[src/rtl/jb_xssi_chan_sched.sv]
// Round-robin scheduler time-sharing one RSSI accumulator across NUM_CHAN channels.
// Optional settle phase after each channel switch: define JB_XSSI_SCHED_SETTLE_EN.
module jb_xssi_chan_sched #(
  parameter int MAX_RSSI_TICS_BW = 21,
  parameter int NUM_CHAN         = 4,
  parameter int CHAN_BW          = 2
) (
  input  logic                        clk_15p36,
  input  logic                        resetn_15p36,
  input  logic [MAX_RSSI_TICS_BW-1:0] cfg_num_tics,
  input  logic [NUM_CHAN-1:0]         cfg_chan_en,
`ifdef JB_XSSI_SCHED_SETTLE_EN
  input  logic [7:0]                  cfg_settle_tics,
`endif
  output logic                        acc_clr,
  output logic                        acc_en,
  output logic [CHAN_BW-1:0]          chan_sel,
  output logic                        dump_valid,
  input  logic                        dump_ready,
  output logic [CHAN_BW-1:0]          dump_chan,
  output logic                        sweep_done,
  output logic [15:0]                 sweep_cnt
);

  typedef enum logic [2:0] {
    ST_IDLE,
    ST_CLEAR,
    ST_ACCUM,
`ifdef JB_XSSI_SCHED_SETTLE_EN
    ST_SETTLE,
`endif
    ST_DUMP
  } state_t;

  localparam logic [MAX_RSSI_TICS_BW-1:0] TIC_ONE = 1;

  state_t                      state_q, state_d;
  logic [CHAN_BW-1:0]          chan_q, chan_d;
  logic [CHAN_BW-1:0]          ptr_q, ptr_d;
  logic [MAX_RSSI_TICS_BW-1:0] tic_q, tic_d;
  logic [MAX_RSSI_TICS_BW-1:0] shadow_q, shadow_d;
  logic                        done_q, done_d;
  logic [15:0]                 cnt_q, cnt_d;
  logic [CHAN_BW:0]            pick_idle, pick_next;
  logic                        cfg_ok;
`ifdef JB_XSSI_SCHED_SETTLE_EN
  logic [7:0]                  settle_sh_q, settle_sh_d;
  logic [7:0]                  settle_q, settle_d;
`endif

  // Lowest enabled channel at index >= start, wrapping to the lowest overall.
  // Returns {found, index}.
  function automatic logic [CHAN_BW:0] pick(input logic [NUM_CHAN-1:0] mask,
                                            input int start);
    logic               found_hi, found_any;
    logic [CHAN_BW-1:0] hi, lo;
    found_hi  = 1'b0;
    found_any = 1'b0;
    hi        = '0;
    lo        = '0;
    for (int j = NUM_CHAN - 1; j >= 0; j--) begin
      if (mask[j]) begin
        found_any = 1'b1;
        lo        = j[CHAN_BW-1:0];
        if (j >= start) begin
          found_hi = 1'b1;
          hi       = j[CHAN_BW-1:0];
        end
      end
    end
    return found_hi ? {1'b1, hi} : {found_any, lo};
  endfunction

  always_comb begin
    state_d     = state_q;
    chan_d      = chan_q;
    ptr_d       = ptr_q;
    tic_d       = tic_q;
    shadow_d    = shadow_q;
    done_d      = 1'b0;
    cnt_d       = cnt_q;
`ifdef JB_XSSI_SCHED_SETTLE_EN
    settle_sh_d = settle_sh_q;
    settle_d    = settle_q;
`endif
    cfg_ok    = (cfg_num_tics != '0) && (cfg_chan_en != '0);
    pick_idle = pick(cfg_chan_en, int'(ptr_q));
    pick_next = pick(cfg_chan_en, int'(chan_q) + 1);

    case (state_q)
      ST_IDLE: begin
        if (cfg_ok && pick_idle[CHAN_BW]) begin
          chan_d      = pick_idle[CHAN_BW-1:0];
          shadow_d    = cfg_num_tics;
`ifdef JB_XSSI_SCHED_SETTLE_EN
          settle_sh_d = cfg_settle_tics;
`endif
          state_d     = ST_CLEAR;
        end
      end
      ST_CLEAR: begin
        tic_d   = '0;
        state_d = ST_ACCUM;
`ifdef JB_XSSI_SCHED_SETTLE_EN
        settle_d = '0;
        if (settle_sh_q != '0) state_d = ST_SETTLE;
`endif
      end
`ifdef JB_XSSI_SCHED_SETTLE_EN
      ST_SETTLE: begin
        settle_d = settle_q + 8'd1;
        if (settle_q == settle_sh_q - 8'd1) state_d = ST_ACCUM;
      end
`endif
      ST_ACCUM: begin
        tic_d = tic_q + TIC_ONE;
        if (tic_q == shadow_q - TIC_ONE) state_d = ST_DUMP;
      end
      ST_DUMP: begin
        if (dump_ready) begin
          // Next selection is strictly after the current channel; landing at or
          // below it means the sweep wrapped.
          if (pick_next[CHAN_BW]) begin
            ptr_d = pick_next[CHAN_BW-1:0];
            if (pick_next[CHAN_BW-1:0] <= chan_q) begin
              done_d = 1'b1;
              cnt_d  = cnt_q + 16'd1;
            end
          end
          if (cfg_ok) begin
            chan_d      = pick_next[CHAN_BW-1:0];
            shadow_d    = cfg_num_tics;
`ifdef JB_XSSI_SCHED_SETTLE_EN
            settle_sh_d = cfg_settle_tics;
`endif
            state_d     = ST_CLEAR;
          end else begin
            state_d = ST_IDLE;
          end
        end
      end
      default: state_d = ST_IDLE;
    endcase
  end

  always_ff @(posedge clk_15p36 or negedge resetn_15p36) begin
    if (!resetn_15p36) begin
      state_q     <= ST_IDLE;
      chan_q      <= '0;
      ptr_q       <= '0;
      tic_q       <= '0;
      shadow_q    <= '0;
      done_q      <= 1'b0;
      cnt_q       <= '0;
`ifdef JB_XSSI_SCHED_SETTLE_EN
      settle_sh_q <= '0;
      settle_q    <= '0;
`endif
    end else begin
      state_q     <= state_d;
      chan_q      <= chan_d;
      ptr_q       <= ptr_d;
      tic_q       <= tic_d;
      shadow_q    <= shadow_d;
      done_q      <= done_d;
      cnt_q       <= cnt_d;
`ifdef JB_XSSI_SCHED_SETTLE_EN
      settle_sh_q <= settle_sh_d;
      settle_q    <= settle_d;
`endif
    end
  end

  assign acc_clr    = (state_q == ST_CLEAR);
  assign acc_en     = (state_q == ST_ACCUM);
  assign dump_valid = (state_q == ST_DUMP);
  assign chan_sel   = chan_q;
  assign dump_chan  = chan_q;
  assign sweep_done = done_q;
  assign sweep_cnt  = cnt_q;

endmodule

[config.mk]
export PLATFORM = sky130hd
export DESIGN_NAME = jb_xssi_chan_sched
export DESIGN_NICKNAME = d
export VERILOG_FILES = /design/src/rtl/jb_xssi_chan_sched.sv
export SDC_FILE = /design/constraint.sdc
export NUM_CORES = 1
export LEC_CHECK = 0
export BUFFER_PORTS_ARGS = -buffer_cell sky130_fd_sc_hd__buf_4
export CORE_MARGIN = 2
export CORE_UTILIZATION = 60
export CTS_BUF_LIST = sky130_fd_sc_hd__clkbuf_8
export DETAILED_ROUTE_END_ITERATION = 12
export GPL_TIMING_DRIVEN = 0
export PLACE_DENSITY_LB_ADDON = 0.3
export SETUP_SLACK_MARGIN = 0.02
export SLEW_MARGIN = 5
export SYNTH_ARGS = -nofsm -noshare
export SYNTH_HDL_FRONTEND = slang
export SYNTH_SLANG_ARGS = --single-unit
[constraint.sdc]
create_clock -name clk_15p36 -period 4.8 [get_ports clk_15p36]
set_input_delay 0.96 -clock clk_15p36 [delete_from_list [all_inputs] [get_ports clk_15p36]]
set_output_delay 0.96 -clock clk_15p36 [all_outputs]
set_load 0.05 [all_outputs]
=== Yosys cells after proc, flatten, opt, wreduce, memory -nomap -nowiden ===
Cells that the tools add are included.

* Add/subtract/negate cells: 4
* Multipliers: 0
* Divide/modulo/power cells: 0
* Order comparisons: 8
* Equality and inequality tests: 8
* Shift operators: 0
* Muxes and demuxes: 56
* Bitwise gates (word level): 0
* Reductions and logical operators: 11

{| class="wikitable"
|+ Operators with widths
! cell !! count
|-
| 21-bit one-hot mux with 2 select lines || 2
|-
| 21-bit two-way mux || 3
|-
| 2-bit two-way mux || 21
|-
| 1-bit two-way mux || 23
|-
| 21-bit by 1-bit adder with 21-bit output (second input constant) || 1
|-
| 21-bit equality test || 1
|-
| 21-bit nonzero test || 1
|-
| 21-bit by 1-bit subtractor with 21-bit output (second input constant) || 1
|-
| 16-bit by 1-bit adder with 16-bit output (second input constant) || 1
|-
| 3-bit two-way mux || 5
|-
| 3-bit one-hot mux with 4 select lines || 1
|-
| 4-bit AND reduction || 2
|-
| 3-bit by 2-bit equality test with 1-bit output (second input constant) || 2
|-
| 1-bit by 3-bit >= comparator with 1-bit output (first input constant) || 2
|-
| 2-bit by 3-bit >= comparator with 1-bit output (first input constant) || 2
|-
| 2-bit by 1-bit != test with 1-bit output (second input constant) || 3
|-
| 3-bit AND reduction || 2
|-
| 1-bit by 2-bit >= comparator with 1-bit output (first input constant) || 2
|-
| 2-bit one-hot mux with 2 select lines || 1
|-
| 2-bit nonzero test || 2
|-
| 4-bit nonzero test || 1
|-
| 2-bit by 1-bit adder with 3-bit output (second input constant) || 1
|-
| 3-bit by 1-bit equality test with 1-bit output (second input constant) || 1
|-
| 3-bit logical NOT || 1
|-
| other kinds (4) || 5
|}

* Register bits after elaboration: 66
* Bits in latches: 0
* Bits in writable memories: 0
* Bits in read-only memories: 0
* Input port bits: 28
* Output and inout bits: 24
* Word-level logic and storage cells: 94
* Memories kept: 0

=== Depth between registers and ports, before layout ===
Gate-level depths: netlist of run 1.

* Depth after elaboration: 16
* Gate-level depth with buffers: 14
* Depth with buffers taken out: 13

=== Least setup slack after synthesis of run 1 ===
No wires, ideal clock.

* Kind: input port to flip-flop
* Start: in cfg_chan_en[0]
* End: reg cnt_q[12] (netlist: sweep_cnt[12])
* Library setup time: 0.142 ns
* Arrival time: 3.120 ns
* Data required time: 4.658 ns
* Setup slack: 1.538 ns
* Stages on the path: 12
* Buffers on the path: 1
* Cells stage by stage: nor2_1 inv_1 a311oi_1 ha_1 nor2b_1 o21ai_0 and2_1 clkbuf_1 and4_1 and2_1 nand4_1 xnor2_1

* Cells in the longest elaborated chain, start to end: 4
* Elaborated cells between the ends (all ways): 7
* Classes of those cells: order compare (1); mux (5); reduce/logical (1)

{| class="wikitable"
|+ Ends and longest elaborated chain
! item !! line !! RTL
|-
| from (decl) || 11 || <nowiki>input logic [NUM_CHAN-1:0] cfg_chan_en,</nowiki>
|-
| 2-bit two-way mux / 1-bit two-way mux (equally long branches) || 62 || <nowiki>if (mask[j]) begin</nowiki>
|-
| 3-bit two-way mux (*) || 71 || <nowiki>return found_hi ? {1'b1, hi} : {found_any, lo};</nowiki>
|-
| via pick_next[1] || 44 || <nowiki>logic [CHAN_BW:0] pick_idle, pick_next;</nowiki>
|-
| 2-bit <= comparator (*) || 125 || <nowiki>if (pick_next[CHAN_BW-1:0] <= chan_q) begin</nowiki>
|-
| 4-bit AND reduction (no source line) (*) || - ||
|-
| to (signal assigned) || 166 || <nowiki>cnt_q <= cnt_d;</nowiki>
|-
| to (decl) || 43 || <nowiki>logic [15:0] cnt_q, cnt_d;</nowiki>
|}

The timed path passes the listed nets; every way through them passes the cells marked *.
A chain may end at the register's enable or synchronous reset.

=== Worst setup path in the final report of run 1 ===
Same ends and word-level chain as after synthesis.

==> flow_summary.ini, run 1 <==
[final_layout]
multi_input_area_um2 = 2022
utilization_pct = 74.16
fillCellCount = 440
drive_gt1_share_pct = 22.87
syn2layout_area_growth_pct = 18.33
antenna_cells = 0
stdcell_count = 521
final_cell_area_um2 = 4443
nets = 478
register_area_um2 = 1627

[place]
dpl.cell_count = 505
placed_area_um2 = 4232
gp_congestion = 0.8238
post-place-ws_ps = 1072
dp_hpwl_um = 6048
port_buffers = 51

[setup_path]
crit_family = simple AND/OR/NAND/NOR gates
crit_path_end_kind = flop
critical_path.cell_chain = buf_4, nor2_1, inv_1, a311oi_1, ha_1, nor2b_1, o21ai_0, and2_1, clkbuf_1, and4_1, and2_1, nand4_1, xnor2_1
worstPathBufferInverterCount = 3
path_class = in2reg
arrival_ps = 3630
worstPathRequired_ps = 5040
critical-path-slowest-cell = a311oi_1
cpMostUsedCell = and2_1
start_kind = input port
crit_fanout = 8
critical_path.max_stage_delay_ps = 450

[global_routing]
first_global_vias = 2983
antenna_found_initial = 0
grt_max_degree = 66
grt_pass1_wl_um = 14050
grt.total_usage_pct = 24.93
grt_overflow_total = 0

[power_and_ir_drop]
power.total_mw = 2.552
p_leak_nw = 1.978
combPwrFrac_pct = 45.3
power_density_nw_per_um2 = 574.5
p_int_mw = 1.452
p_sw_mw = 1.101
vdd_drop_max_mv = 0.4625
seqPwrFrac_pct = 35.2
swShare_pct = 43.13
power.share.clock_pct = 19.5

[worst_hold_path]
holdCritPathClass = reg2reg

[clock_tree]
ctsHtreeMaxLevel = 3
cts_resized = 0
clkSinkCount = 65
cts_root_buf = clkbuf_8
cts_hold_buf = 0
numCtsBuffers = 9
post_cts_buffers = 0
clockBufferDepth = 2
cts_tree = done
clk_latency_ps = 350
clk_pin_slew_ps = 80

[synth]
syn_avg_cell_area_um2 = 9.907
ys.warnings.count = 0
synth_fp_nets = 416
synth_flop_cell = dfrtp_1
synth_top_area_share_pct = 43.32
syn_inst = 379
synth-seq-area-share_pct = 43.32
synth_cell_types = 50
syn_area_um2 = 3755
synth_commonest_cells = 65 x dfrtp_1, 32 x nand2_1, 30 x nor2_1, 28 x xnor2_1, 28 x xor2_1
yosys.area.top_type = dfrtp_1
async_flop_share_pct = 100.0
ys_seq_elements = 65
synth-edff-count = 0
synth_area_leaders = dfrtp_1 43%, mux2_2 6.9%, xnor2_1 6.5%, xor2_1 6.5%, nand2_1 3.2%
synth.most_common_cell = dfrtp_1

[floorplanning]
coreArea_um2 = 5991
placementRows = 28
start_util_pct = 62.68
die_w_um = 83.11
num_io_pins = 52
die_area_um2 = 6907
dieHeight_um = 83.11

[detailed_routing]
wl_per_cell_um = 15.66
drc = 0
wl_um = 8158
via_count = 3067
drtIter0Drc = 191
drt_pass1_iterations = 4
viasPerCell = 5.887
ant_nets = 0

[outcome]
outcome = finished clean

[sta]
fin_ws_ps = 1411
fin_crit_ps = 3389
max_freq_mhz = 295.1
rsz0062_at_grt = false
clock_skew_ps = 7.415
fin_setup_tns_ps = 0
finalMaxSlewViolations = 0
hold_violations = 0
holdWs_ps = 497.8
setup-violations-final = 0
fin_crit_sh_pct = 70.61
max_slew.worst_pin.slew_ps = 814.8
maxSlewHeadroom_pct = 45.68

[run]
maxCapViolations = 0
==> state kept, by name (all words and copies together) (netlist names) <==
name and count:
shadow_q 21, ptr_q 2, sweep_done 1, state_q 2, sweep_cnt 16, chan_sel 2
tic_q 21
==> cell families (layout without fill, tap and decap cells) <==
| logic type | count (synthesis) | count (layout) | synth area share (%) |
|---|---|---|---|
| xor gates and xnor gates | 56 | 56 | 13.06 |
| adders and majority gates | 9 | 9 | 2.999 |
| muxes | 27 | 27 | 7.997 |
| buffers and inverters | 26 | 93 | 2.832 |
| AOI/OAI and AO/OA | 47 | 47 | 8.331 |
| and+or+nand+nor | 149 | 149 | 21.46 |
| DFF | 65 | 65 | 43.32 |
==> routing by layer <==
layer	GRT usage, %	wire length, um	vias up
met5	0	0	-
met4	8.644	85	0
met3	4.573	368	9
met2	39.30	3925	68
met1	34.82	3779	1516
li1	-	-	1474
==> layout make-up <==
type / count / share of cell area (%)
plain buffers: 13 / 1.295
clock buffers: 10 / 3.098
clock inverters: 6 / 1.662
inverters: 13 / 1.098
multi-input cells: 288 / 45.51
flip-flops and latches: 65 / 36.61
well taps: 75 / 2.112
repair buffers: 51 / 8.617
==> cell usage in the layout (no fill, tap or decap), types with 2 or more instances in the layout <==
master     count
inv_1         13
or4_1          2
nor3_1        10
mux2i_1        3
xnor2_1       28
or3_1          5
and2_1         3
a2111oi_0      2
mux2_2        23
clkbuf_1      10
o21ai_0       16
nand2_1       32
ha_1           9
a21oi_1       12
inv_6          3
and3_1         9
xor2_1        28
nor4_1         8
dfrtp_1       65
nand4_1        9
o31ai_1        4
nand2b_1       3
or4b_2         2
clkbuf_8      10
nor2_1        30
and4_1         5
clkinv_4       2
nand3_1       18
nand3b_1       2
nor2b_1        4
buf_4         53
==> power by group through the flow <==
stage | sequential (mW) | combinational, mW | clock (mW)
5_1_grt | 0.925 | 1.26 | 0.528
2_1_floorplan | 0.946 | 0.802 | 0
3_5_place_dp | 0.905 | 1.15 | 0
4_1_cts | 0.897 | 1.16 | 0.504
3_3_place_gp | 0.895 | 1.12 | 0
6_report | 0.898 | 1.16 | 0.497
==> worst register-to-register path, cell delays in order (launching register included) <==
cell and delay, ps:
dfrtp_1 450, nand2b_1 190, a311oi_1 460, ha_1 330
nor2b_1 130, o21ai_0 150, and2_1 160, clkbuf_1 290
and4_1 310, and2_1 200, nand4_1 120, xnor2_1 140
==> final timing paths <==
check	from	end	slack (ps)	depth (start not counted)
setup / recovery	cfg_chan_en[0]	sweep_cnt[12]	1410	13
hold / removal	sweep_cnt[15]	sweep_cnt[15]	500	1
min in group asynchronous	resetn_15p36	shadow_q[2]	680	1
setup reg to reg	chan_sel[0]	sweep_cnt[12]	1760	11
max in group asynchronous	resetn_15p36	tic_q[1]	3560	1
hold reg to reg	sweep_cnt[15]	sweep_cnt[15]	500	1
Power figures use the tool's default switching activity.
==> inputs of run 2 (changes only) <==
--- a/config.mk
+++ b/config.mk
@@ -5,6 +5,7 @@
 export SDC_FILE = /design/constraint.sdc
 export NUM_CORES = 1
 export LEC_CHECK = 0
+export ABC_AREA = 1
 export BUFFER_PORTS_ARGS = -buffer_cell sky130_fd_sc_hd__buf_4
 export CORE_MARGIN = 2
 export CORE_UTILIZATION = 60
==> constraint.sdc (replaced) <==
create_clock -name clk_15p36 -period 3.2 [get_ports clk_15p36]
set_input_delay 0.64 -clock clk_15p36 [delete_from_list [all_inputs] [get_ports clk_15p36]]
set_output_delay 0.64 -clock clk_15p36 [all_outputs]
set_load 0.05 [all_outputs]
==> run 2 against run 1 <==
Effect of this change:
- sequential power increased by 43%
- clock power increased by 49%
- non-clock buffer count decreased by 4
- combinational power increased by 74%
- register-to-register slack got worse by 1300 ps
- clock-buffer cell count decreased by 1
- utilization decreased by 2.8 points
- via count increased by 22%
- cell count increased by 32%
- highest routed layer unchanged
==> flow_summary.ini, run 2 <==
[floorplanning]
start_util_pct = 61.12
die_w_um = 86.73
coreArea_um2 = 6719
die_area_um2 = 7522
num_io_pins = 52
placementRows = 30
dieHeight_um = 86.73

[synth]
synth-edff-count = 0
synth_area_leaders = dfrtp_1 40%, nand2_1 12%, inv_1 7.2%, nor2_1 4.8%, o21ai_0 4.6%
synth_top_area_share_pct = 39.61
synth_fp_nets = 580
synth_commonest_cells = 130 x nand2_1, 79 x inv_1, 65 x dfrtp_1, 52 x nor2_1, 38 x o21ai_0
async_flop_share_pct = 100.0
ys.warnings.count = 0
synth_flop_cell = dfrtp_1
syn_avg_cell_area_um2 = 7.563
syn_area_um2 = 4106
synth_cell_types = 38
synth.most_common_cell = nand2_1
synth-seq-area-share_pct = 39.61
ys_seq_elements = 65
syn_inst = 543
yosys.area.top_type = dfrtp_1

[setup_path]
regToRegSetupSlack_ps = 480
worstPathRequired_ps = 3450
r2r-end = sweep_cnt[14]
crit_fanout = 7
rr_startpoint = chan_sel[1]
arrival_ps = 2960
path_class = reg2reg
crit_path_end_kind = flop
worst-r2r-cell-count = 15
cp-endpoint = sweep_cnt[14]
cp-startpoint = chan_sel[1]
start_kind = flop

[sta]
finalMaxSlewViolations = 0
fin_setup_tns_ps = 0
fin_crit_sh_pct = 84.93
hold_violations = 0
fin_crit_ps = 2718
setup-violations-final = 0
rsz0062_at_grt = false
maxSlewHeadroom_pct = 46.04
clock_skew_ps = 13.21
max_slew.worst_pin.slew_ps = 809.4
max_freq_mhz = 367.9

[clock_tree]
cts_root_buf = clkbuf_8
post_cts_buffers = 0
cts_tree = done
ctsHtreeMaxLevel = 3
numCtsBuffers = 9
clk_latency_ps = 350
clk_pin_slew_ps = 90
cts_resized = 0
cts_hold_buf = 0
clkSinkCount = 65
clockBufferDepth = 2

[detailed_routing]
wl_um = 9095
via_count = 3741
ant_nets = 0
wl_per_cell_um = 13.18
drtIter0Drc = 216
drc = 0
drt_pass1_iterations = 5
viasPerCell = 5.422

[place]
dp_hpwl_um = 6812
port_buffers = 51
gp_congestion = 0.8758

[run]
maxCapViolations = 0

[global_routing]
first_global_vias = 3477
grt.total_usage_pct = 25.79
grt_max_degree = 66
antenna_found_initial = 0
grt_pass1_wl_um = 15320
grt_overflow_total = 0

[final_layout]
nets = 642
utilization_pct = 71.36
mostFrequentLayoutCells = 130 x nand2_1, 79 x inv_1, 65 x dfrtp_1, 53 x buf_4, 52 x nor2_1
layout_commonest_cell = nand2_1
syn2layout_area_growth_pct = 16.76
antenna_cells = 0
drive_gt1_share_pct = 17.05

[power_and_ir_drop]
p_leak_nw = 2.408
power_density_nw_per_um2 = 843.6
vdd_drop_max_mv = 0.6907

[worst_hold_path]
holdCritPathClass = in2async

[outcome]
outcome = finished clean
[run 2: cell types whose count changed after synthesis, sizes merged, moves of 10 or more]
cell | previous run | this run
nand3 | 19 | 29
xnor2 | 28 | 16
o21ai | 16 | 41
nand2 | 32 | 137
mux2 | 24 | 1
nor2 | 30 | 64
xor2 | 28 | 17
inv | 13 | 80
[run 2: logic make-up after synthesis]
group / after synthesis / synth area share, %
AO/OA/AOI/OAI: 78 / 10.91
XOR/XNOR: 33 / 7.038
AND/OR/NAND/NOR: 268 / 30.83
adder cells (fa/ha/maj): 9 / 2.742
multiplexers: 1 / 0.2742
buffers and inverters: 89 / 8.592
flip-flops: 65 / 39.61
[run 2: how the worst min path moves through the flow]
stage | startpoint | end | slack, ps | cells after the start
5_1_grt | resetn_15p36 | sweep_cnt[6] | 430 | 1
6_report | resetn_15p36 | state_q[1] | 370 | 1
3_3_place_gp | sweep_cnt[15] | sweep_cnt[15] | 460 | 1
2_1_floorplan | resetn_15p36 | chan_sel[0] | 340 | 0
3_5_place_dp | sweep_cnt[15] | sweep_cnt[15] | 480 | 1
4_1_cts | resetn_15p36 | state_q[1] | 400 | 1
[run 2: worst max-delay path, cell delays in order (launching register included)]
cell and delay [ps]:
dfrtp_1 440, nor3_1 320, inv_1 120, nand2_1 80, nor3_1 50, nor2_1 170, ha_1 280, nand2_1 70
a22oi_1 90, nor2_4 250, nand3_2 120, nor2_2 130, nand2_1 90, nor2_2 150, nand3_1 100, xnor2_1 130
[run 2: cell type report]
class / instances / area (um^2)
Buffer: 9 / 52.55
Clock inverter: 7 / 81.33
Sequential cell: 65 / 1627
Tap cell: 80 / 100.1
Fill cell: 524 / 1924
Multi-Input combinational cell: 389 / 2127
Timing Repair Buffer: 51 / 382.9
Clock buffer: 9 / 123.9
Inverter: 80 / 300.3
[run 2: power breakdown]
part | switching, mW | internal (mW) | total (mW)
registers | 0.244 | 1.03 | 1.28
logic | 1.33 | 0.690 | 2.02
clock network | 0.369 | 0.373 | 0.743
[run 2: per-layer routing]
metal	part of all wire [%]	up-vias	global-route usage (%)	wire [um]
met5	0	-	0	0
met2	49	98	43.08	4433
met4	1.1	0	7.955	97
met3	4.7	11	6.095	424
met1	46	1758	33.25	4140
li1	-	1874	-	-
[run 2: metrics by stage]
stage	setup WS (ps)	std cells	area, um^2	hold slack, ps	power, mW
final	482.2	690	4795	371.7	4.045
after global placement	270.3	674	4589	460.2	3.228
after CTS	478.3	690	4795	404.7	4.054
after floorplan	442.3	543	4106	344.4	2.788
after global routing	149.5	690	4795	433.0	4.386
after detailed placement	179.3	674	4589	475.3	3.304
==> inputs of run 3 (changes only) <==
--- a/config.mk
+++ b/config.mk
@@ -8,7 +8,7 @@
 export ABC_AREA = 1
 export BUFFER_PORTS_ARGS = -buffer_cell sky130_fd_sc_hd__buf_4
 export CORE_MARGIN = 2
-export CORE_UTILIZATION = 60
+export CORE_UTILIZATION = 55
 export CTS_BUF_LIST = sky130_fd_sc_hd__clkbuf_8
 export DETAILED_ROUTE_END_ITERATION = 12
 export GPL_TIMING_DRIVEN = 0
==> constraint.sdc (replaced) <==
create_clock -name clk_15p36 -period 2.3 [get_ports clk_15p36]
set_input_delay 0.46 -clock clk_15p36 [delete_from_list [all_inputs] [get_ports clk_15p36]]
set_output_delay 0.46 -clock clk_15p36 [all_outputs]
set_load 0.05 [all_outputs]
==> run 3 against run 2 <==
Effect of this change:
- the run now ends with negative setup slack left
- cell count is 6.2% higher
- worst hold slack worse by 180 ps
- critical path depth decreased by 1
- global-route usage up 0.11 points
- utilization decreased by 0.89 points
- critical path type unchanged
- critical endpoint is now sweep_cnt[15]
- largest power group unchanged
==> flow_summary.ini, run 3 (synthesized netlist as in run 2, its figures left out) <==
[outcome]
outcome = finished with violations
violations = negative setup slack

[power_and_ir_drop]
combPwrFrac_pct = 52.8
seqPwrFrac_pct = 30.0
vdd_drop_max_mv = 1.317
power_density_nw_per_um2 = 1169
power.share.clock_pct = 17.3
p_leak_nw = 2.528
p_int_mw = 3.102
swShare_pct = 48.09
p_sw_mw = 2.874
power.total_mw = 5.976

[clock_tree]
cts_hold_buf = 0
clk_pin_slew_ps = 80
cts_tree = done
clkSinkCount = 65
cts_root_buf = clkbuf_8
ctsHtreeMaxLevel = 3
clk_latency_ps = 360
numCtsBuffers = 9
clockBufferDepth = 2

[sta]
fin_crit_ps = 2334
max_slew.worst_pin.slew_ps = 825.5
fin_crit_sh_pct = 101.5
hold_violations = 0
max_freq_mhz = 428.4
rsz0062_at_grt = true
finalMaxSlewViolations = 0
holdWs_ps = 194.3
maxSlewHeadroom_pct = 44.97
setup-violations-final = 6
fin_ws_ps = -34.00
clock_skew_ps = 15.69

[final_layout]
drive_gt1_share_pct = 24.13
mostFrequentLayoutCells = 125 x nand2_1, 75 x buf_4, 74 x inv_1, 63 x dfrtp_1, 48 x nor2_1
layout_commonest_cell = nand2_1
syn2layout_area_growth_pct = 24.47
nets = 666
antenna_cells = 0

[floorplanning]
dieHeight_um = 90.41
placementRows = 31
die_w_um = 90.41
start_util_pct = 56.62
num_io_pins = 52
die_area_um2 = 8173
coreArea_um2 = 7253

[setup_path]
crit_fanout = 4
worstPathRequired_ps = 2550
crit_path_end_kind = flop
start_kind = flop
arrival_ps = 2580
path_class = reg2reg
worst-r2r-cell-count = 14

[detailed_routing]
ant_nets = 0
via_count = 3927
drc = 0
wl_um = 10260
drt_pass1_iterations = 5
wl_per_cell_um = 14.00
viasPerCell = 5.357
drtIter0Drc = 217

[worst_hold_path]
holdCritPathClass = in2async

[run]
maxCapViolations = 0

[global_routing]
grt_overflow_total = 0
antenna_found_initial = 0
grt_pass1_wl_um = 17160
grt_max_degree = 66
grt.total_usage_pct = 25.90
first_global_vias = 3846

[place]
dp_hpwl_um = 6916
gp_congestion = 0.8450
port_buffers = 51
## run 3: path summary, 6_finish.rpt
path	startpoint	endpoint	slack [ps]
setup / recovery	chan_sel[1]	sweep_cnt[15]	-30
hold / removal	resetn_15p36	state_q[0]	190
setup reg to reg	chan_sel[1]	sweep_cnt[15]	-30
hold reg to reg	sweep_cnt[15]	sweep_cnt[15]	480
max in group asynchronous	resetn_15p36	chan_sel[0]	1510
min in group clk_15p36	cfg_num_tics[16]	shadow_q[16]	320
## run 3: worst max-delay path, cell delays in order (launching register included)
cell	delay, ps
dfrtp_2	430
inv_2	80
o21ai_2	150
nand2_2	70
nor3_2	170
nor2_2	80
ha_4	280
a22oi_2	90
nor2_4	180
nand3_4	100
nor2_4	120
nand2_2	80
nor2_4	160
nand4_2	100
xnor2_1	130
## run 3: per-layer routing
metal / GRT usage (%) / part of all wire, %
met1: 31.88 / 43
met2: 44.61 / 50
met3: 5.008 / 4.9
met4: 10.77 / 2.0
met5: 0 / 0
## run 3: power by group through the flow
stage	Clock [mW]	Sequential (mW)	Combinational, mW
3_3_place_gp	0	1.79	2.76
6_report	1.03	1.79	3.15
2_1_floorplan	0	1.89	2.03
4_1_cts	1.05	1.77	2.95
3_5_place_dp	0	1.79	2.84
5_1_grt	1.10	1.83	3.53
## run 3: layout make-up
type	instances	area, um^2
Multi-Input combinational cell	389	2230
Fill cell	547	2142
Sequential cell	65	1629
Clock buffer	9	123.9
Tap cell	99	123.9
Buffer	9	52.55
Clock inverter	7	81.33
Timing Repair Buffer	75	570.5
Inverter	80	300.3
## run 3: repair_timing
item,4_1_cts,5_1_grt
gates resized for setup,6,19
gates cloned,0,0
setup buffers,17,8
pin swaps,9,13
setup endpoints to repair,8,46
## run 3: through the flow
step	util [%]	instances	setup WS [ps]	TNS [ps]	cell area (um^2)
2_1_floorplan	-	543	-142.2	-474.0	4124
3_3_place_gp	63.84	693	-391.9	-2323	4631
3_5_place_dp	63.84	693	-481.1	-3456	4631
4_1_cts	68.71	726	-102.3	-338.9	4984
5_1_grt	70.47	733	-194.1	-1361	5111
6_report	70.47	733	-34.00	-92.81	5111
